<file path="config.mk">
export PLATFORM = sky130hd
export DESIGN_NAME = uart_alu_framer
export DESIGN_NICKNAME = d
export VERILOG_FILES = /design/src/rtl/uart_alu_framer.sv
export SDC_FILE = /design/constraint.sdc
export NUM_CORES = 1
export LEC_CHECK = 0
export ABC_AREA = 1
export ABC_CLOCK_PERIOD_IN_PS = 6900
export CORE_MARGIN = 1
export CORE_UTILIZATION = 50
export CTS_CLUSTER_SIZE = 40
export DETAILED_ROUTE_END_ITERATION = 10
export GPL_TIMING_DRIVEN = 0
export PLACE_DENSITY = 0.69
export SYNTH_ARGS = -nofsm -noshare
export SYNTH_HDL_FRONTEND = slang
export SYNTH_SLANG_ARGS = --single-unit
</file>
<file path="constraint.sdc">
create_clock -name i_clk -period 6.9 [get_ports i_clk]
set_clock_uncertainty 0.1 [all_clocks]
set_input_delay 1.38 -clock i_clk [delete_from_list [all_inputs] [get_ports i_clk]]
set_output_delay 1.38 -clock i_clk [all_outputs]
set_load 0.005 [all_outputs]
</file>
<file path="src/rtl/uart_alu_framer.sv">
// Byte-serial ALU: collects operand A, operand B and an opcode over a UART byte
// stream, computes the result and sends it back LSB first (or 8'hEE on a bad opcode).
module uart_alu_framer #(
  parameter int NB_DATA     = 16,
  parameter int NB_CODE     = 6,
  parameter int TIMEOUT_CYC = 100000
) (
  input  logic               i_clk,
  input  logic               i_reset,
  input  logic               i_rx_done,
  input  logic [7:0]         i_rx_data,
  input  logic               i_tx_done,
  output logic               o_tx_start,
  output logic [7:0]         o_tx_data,
  output logic [NB_DATA-1:0] o_result,
  output logic               o_result_valid,
  output logic               o_error,
  output logic               o_timeout,
  output logic               o_overrun,
  output logic [2:0]         o_dbg_state
);

  localparam int NBY = NB_DATA / 8;
  localparam int IW  = (NBY > 1) ? $clog2(NBY) : 1;
  localparam int TW  = (TIMEOUT_CYC > 1) ? $clog2(TIMEOUT_CYC + 1) : 1;

  localparam logic [NB_CODE-1:0] OP_ADD = NB_CODE'(6'b100000);
  localparam logic [NB_CODE-1:0] OP_SUB = NB_CODE'(6'b100010);
  localparam logic [NB_CODE-1:0] OP_AND = NB_CODE'(6'b100100);
  localparam logic [NB_CODE-1:0] OP_OR  = NB_CODE'(6'b100101);
  localparam logic [NB_CODE-1:0] OP_XOR = NB_CODE'(6'b100110);
  localparam logic [NB_CODE-1:0] OP_NOR = NB_CODE'(6'b100111);
  localparam logic [NB_CODE-1:0] OP_SRA = NB_CODE'(6'b000011);
  localparam logic [NB_CODE-1:0] OP_SRL = NB_CODE'(6'b000010);

  typedef enum logic [2:0] {RX_A, RX_B, RX_OP, EXEC, TX_LOAD, TX_WAIT} state_t;

  state_t             r_state, w_next;
  logic [IW-1:0]      r_idx, r_tx_idx;
  logic [TW-1:0]      r_to_cnt;
  logic [NB_DATA-1:0] r_a, r_b;
  logic [NB_CODE-1:0] r_op;
  logic               w_partial, w_to_hit, w_rx_acc, w_busy, w_last_byte, w_tx_last, w_op_ok;
  logic [7:0]         w_tx_byte;

  function automatic logic op_valid(input logic [NB_CODE-1:0] op);
    op_valid = op inside {OP_ADD, OP_SUB, OP_AND, OP_OR, OP_XOR, OP_NOR, OP_SRA, OP_SRL};
  endfunction

  // Shift amounts of NB_DATA or more saturate explicitly rather than relying on operator semantics.
  function automatic logic [NB_DATA-1:0] alu(input logic [NB_DATA-1:0] a, input logic [NB_DATA-1:0] b,
                                             input logic [NB_CODE-1:0] op);
    logic big;
    big = (b >= NB_DATA'(NB_DATA));
    alu = '0;
    case (op)
      OP_ADD:  alu = a + b;
      OP_SUB:  alu = a - b;
      OP_AND:  alu = a & b;
      OP_OR:   alu = a | b;
      OP_XOR:  alu = a ^ b;
      OP_NOR:  alu = ~(a | b);
      OP_SRA:  alu = big ? {NB_DATA{a[NB_DATA-1]}} : $unsigned($signed(a) >>> b);
      OP_SRL:  alu = big ? '0 : (a >> b);
      default: alu = '0;
    endcase
  endfunction

  assign o_dbg_state = r_state;

  always_comb begin
    w_partial   = ((r_state == RX_A) && (r_idx != '0)) || (r_state == RX_B) || (r_state == RX_OP);
    w_to_hit    = (TIMEOUT_CYC != 0) && w_partial && (r_to_cnt == TW'(TIMEOUT_CYC - 1));
    w_busy      = (r_state == EXEC) || (r_state == TX_LOAD) || (r_state == TX_WAIT);
    w_rx_acc    = i_rx_done && !w_to_hit && !w_busy;
    w_last_byte = (r_idx == IW'(NBY - 1));
    w_op_ok     = op_valid(r_op);
    w_tx_last   = w_op_ok ? (r_tx_idx == IW'(NBY - 1)) : 1'b1;
    w_tx_byte   = w_op_ok ? o_result[8*r_tx_idx +: 8] : 8'hEE;
  end

  always_ff @(posedge i_clk or posedge i_reset) begin
    if (i_reset) r_state <= RX_A;
    else         r_state <= w_next;
  end

  always_comb begin
    w_next = r_state;
    if (w_to_hit) begin
      w_next = RX_A;
    end else begin
      case (r_state)
        RX_A:    if (w_rx_acc && w_last_byte) w_next = RX_B;
        RX_B:    if (w_rx_acc && w_last_byte) w_next = RX_OP;
        RX_OP:   if (w_rx_acc) w_next = EXEC;
        EXEC:    w_next = TX_LOAD;
        TX_LOAD: w_next = TX_WAIT;
        TX_WAIT: if (i_tx_done) w_next = w_tx_last ? RX_A : TX_LOAD;
        default: w_next = RX_A;
      endcase
    end
  end

  // The result is registered on the opcode strobe so it is already visible during the EXEC cycle.
  always_ff @(posedge i_clk or posedge i_reset) begin
    if (i_reset) begin
      r_idx          <= '0;
      r_tx_idx       <= '0;
      r_to_cnt       <= '0;
      r_a            <= '0;
      r_b            <= '0;
      r_op           <= '0;
      o_result       <= '0;
      o_tx_data      <= '0;
      o_tx_start     <= 1'b0;
      o_result_valid <= 1'b0;
      o_error        <= 1'b0;
      o_timeout      <= 1'b0;
      o_overrun      <= 1'b0;
    end else begin
      o_tx_start     <= 1'b0;
      o_result_valid <= 1'b0;
      o_error        <= 1'b0;
      o_timeout      <= w_to_hit;
      o_overrun      <= i_rx_done && w_busy;
      r_to_cnt       <= (w_to_hit || w_rx_acc || !w_partial) ? '0 : r_to_cnt + TW'(1);
      if (w_to_hit) begin
        r_idx <= '0;
        r_a   <= '0;
        r_b   <= '0;
      end else begin
        case (r_state)
          RX_A: if (w_rx_acc) begin
            r_a[8*r_idx +: 8] <= i_rx_data;
            r_idx             <= w_last_byte ? '0 : r_idx + IW'(1);
          end
          RX_B: if (w_rx_acc) begin
            r_b[8*r_idx +: 8] <= i_rx_data;
            r_idx             <= w_last_byte ? '0 : r_idx + IW'(1);
          end
          RX_OP: if (w_rx_acc) begin
            r_op           <= i_rx_data[NB_CODE-1:0];
            o_result       <= alu(r_a, r_b, i_rx_data[NB_CODE-1:0]);
            o_result_valid <= 1'b1;
            o_error        <= !op_valid(i_rx_data[NB_CODE-1:0]);
            r_tx_idx       <= '0;
          end
          TX_LOAD: begin
            o_tx_data  <= w_tx_byte;
            o_tx_start <= 1'b1;
          end
          TX_WAIT: if (i_tx_done) r_tx_idx <= w_tx_last ? '0 : r_tx_idx + IW'(1);
          default: ;
        endcase
      end
    end
  end

endmodule

</file>
==> results.sh <==
export IMPL_path_clk_slew_ns=0.07
export IMPL_fmax_mhz=178
export IMPL_cts_made_buffers=9
export IMPL_synth_ff_type="dfrtp_1"
export IMPL_place_inst=1274
export IMPL_ctsHtreeMaxLevel=3
export IMPL_rsz0062_at_grt="false"
export IMPL_finalHoldViolCount=0
export IMPL_grt_max_degree=72
export IMPL_yosys_top_cells_area="dfrtp_1 (30%), nand2_1 (15%), ha_1 (8.4%)"
export IMPL_synthTopCellsByCount="nand2_1 (298), inv_1 (99), nand3_1 (93)"
export IMPL_insertion_delay_ns=0.34
export IMPL_maxSlewViolCount=0
export IMPL_start_kind="input port"
export IMPL_nets=1167
export IMPL_fin_cells=1290
export IMPL_critPathCaptureType="flop"
export IMPL_ys_types=55
export IMPL_finalSetupTns_ns=0
export IMPL_antenna_found_initial=0
export IMPL_maxSlewHeadroom=0.496
export IMPL_crit_start="i_rx_data[0]"
export IMPL_worstPathArrival_ns=5.76
export IMPL_coreArea_mm2=0.0141
export IMPL_start_util=0.519
export IMPL_leakage_nw=4.07
export IMPL_cts_tree="done"
export IMPL_drive_gt1_frac=0.0919
export IMPL_dieArea_mm2=0.0151
export IMPL_setup_viol=0
export IMPL_cp_max_fo=10
export IMPL_synth_seq_cells=89
export IMPL_synth_edf_count=0
export IMPL_clock_path_buffers=2
export IMPL_peakVddDrop_mv=0.215
export IMPL_netlist_top_cell_by_area="dfrtp_1"
export IMPL_min_path_type="reg2reg"
export IMPL_dp_hpwl_um=18600
export IMPL_required_ns=7.02
export IMPL_drt_first_pass_iters=6
export IMPL_min_period_ns=5.63
export IMPL_maxCapViolations=0
export IMPL_ys_warn_count=0
export IMPL_ant_nets=0
export IMPL_worst_pin_slew_ns=0.752
export IMPL_r2r_start="r_b[1]$_DFFE_PP0P_"
export IMPL_synth_top_area_frac=0.304
export IMPL_synthCells=1050
export IMPL_die_h_um=123
export IMPL_syn_to_final_growth_pct=13.2
export IMPL_synth_area_mm2=0.00732
export IMPL_synthArstFlopShare=1.00
export IMPL_syn_mean_instance_area_um2=6.97
export IMPL_yosysMostFrequentCell="nand2_1"
export IMPL_grt_ovfl_total=0
export IMPL_place_congestion=1.02
export IMPL_cts_hold_fix_buffers=0
export IMPL_clock_sinks=89
export IMPL_seq_area_frac_synth=0.304
export IMPL_grt_pass1_wl_um=38000
export IMPL_min_period_over_period=0.816
export IMPL_drc=0
export IMPL_post_cts_buffers=0
export IMPL_portBuffers=43
export IMPL_grtUsageTotal=0.335
export IMPL_ioPinCount=44
export IMPL_drt_iter0_drc=838
export IMPL_root_buffer="clkbuf_16"
export IMPL_p_per_area_mw_per_mm2=464
export IMPL_cts_resized=0
export IMPL_fp_row_count=43
export IMPL_hold_start="r_to_cnt[0]$_DFF_PP0_"
export IMPL_post_drt_wl_per_cell_um=18.6
export IMPL_status="complete, no violations"
export IMPL_n_antenna_cell=0
export IMPL_critPathKind="in2reg"
export IMPL_fin_total_pwr_mw=3.84
export IMPL_vias=7580
export IMPL_grt_pass1_vias=7094
export IMPL_drt_total_wl_um=24000
export IMPL_synth_nets=1112
export IMPL_fp_dieW_um=123
export IMPL_viasPerCell=5.88
path summary, 6_finish.rpt:
| check | end | slack, ns | cells after the start |
|---|---|---|---|
| min in group asynchronous | r_to_cnt[13]$_DFF_PP0_ | 1.24 | 2 |
| max in group asynchronous | r_b[13]$_DFFE_PP0P_ | 4.83 | 3 |
| worst max register to register | o_result[12]$_DFFE_PP0P_ | 2.39 | 21 |
| worst min register to register | r_to_cnt[0]$_DFF_PP0_ | 0.37 | 1 |
| worst max-delay path | o_result[12]$_DFFE_PP0P_ | 1.27 | 18 |
| worst min-delay path | r_to_cnt[0]$_DFF_PP0_ | 0.37 | 1 |
layout by cell type, fill, tap and decap left out, drive strengths merged, types with 2 or more instances in the layout:
master,netlist,layout
clkinv,3,4
a31oi,8,8
ha,49,49
a21oi,63,63
nand3,99,99
a211oi,7,7
inv,113,115
xnor2,4,4
nand4,18,18
o21ai,74,74
o31ai,9,9
mux2,2,2
nor2,88,88
a221oi,5,5
o21a,4,4
xor2,19,19
clkbuf,11,22
or2,2,2
nor4,2,2
clkdlybuf4s50,0,43
a22o,3,3
o21bai,3,3
nor3,16,16
clkinvlp,0,2
o2111ai,4,4
a21o,3,3
nand2,306,306
nor3b,4,4
and3,3,3
buf,23,24
o211ai,10,10
dfrtp,89,89
cells by family after synthesis:
| kind of cell | share of synthesized area |
|---|---|
| buffers and inverters | 0.0841 |
| XOR/XNOR | 0.0275 |
| flip-flops | 0.304 |
| multiplexers | 0.00308 |
| AND/OR/NAND/NOR | 0.330 |
| AO/OA/AOI/OAI | 0.165 |
| adder cells (fa/ha/maj) | 0.0865 |
final cells by class:
type                            count  area (µm²)
Tap cell                          180         225
Timing Repair Buffer               44         458
Clock inverter                      5        37.5
Sequential cell                    89        2230
Clock buffer                       11         243
Inverter                          116         438
Multi-Input combinational cell    811        4470
Fill cell                        1399        5810
Buffer                             34         180
where the power goes:
part	switching, mW	internal [mW]
clock network	0.213	0.256
logic	1.60	0.855
registers	0.227	0.687
total	2.05	1.80
per-layer routing:
| layer | track usage | part of all wire | wire [µm] |
|---|---|---|---|
| met5 | 0 | 0 | 0 |
| met4 | 0.133 | 0.040 | 971 |
| met3 | 0.0678 | 0.092 | 2210 |
| met2 | 0.528 | 0.44 | 10600 |
| met1 | 0.451 | 0.43 | 10300 |
metrics by stage:
stage / util / setup slack (ns) / hold WS (ns) / area (µm²)
final: 0.588 / 1.27 / 0.367 / 8280
after global routing: 0.588 / 1.05 / 0.397 / 8280
after CTS: 0.588 / 1.46 / 0.370 / 8280
after detailed placement: 0.568 / 1.14 / 0.361 / 8000
after global placement: 0.566 / 1.15 / 0.356 / 7970
after floorplan: - / 2.83 / 0.333 / 7320
state kept, by name, indices dropped and copies added, names as in the netlist:
name	flops
o_dbg_state	3
o_error	1
o_overrun	1
o_result	16
o_result_valid	1
o_timeout	1
o_tx_data	8
o_tx_start	1
r_a	16
r_b	16
r_idx	1
r_op	6
r_to_cnt	17
r_tx_idx	1
worst max-delay path, cell delays in order:
cell,delay [ns]
clkdlybuf4s50_1,0.59
inv_1,0.33
nand3_2,0.24
nor2_2,0.44
inv_1,0.26
o21ai_0,0.16
xor2_1,0.17
inv_1,0.06
ha_1,0.35
a21oi_1,0.25
nand2_1,0.09
a21oi_1,0.12
nand2_1,0.12
a21o_1,0.18
o21ai_0,0.57
nand4_1,0.26
nand2_1,0.12
nand2_1,0.06
(Power assumes the default switching activity.)
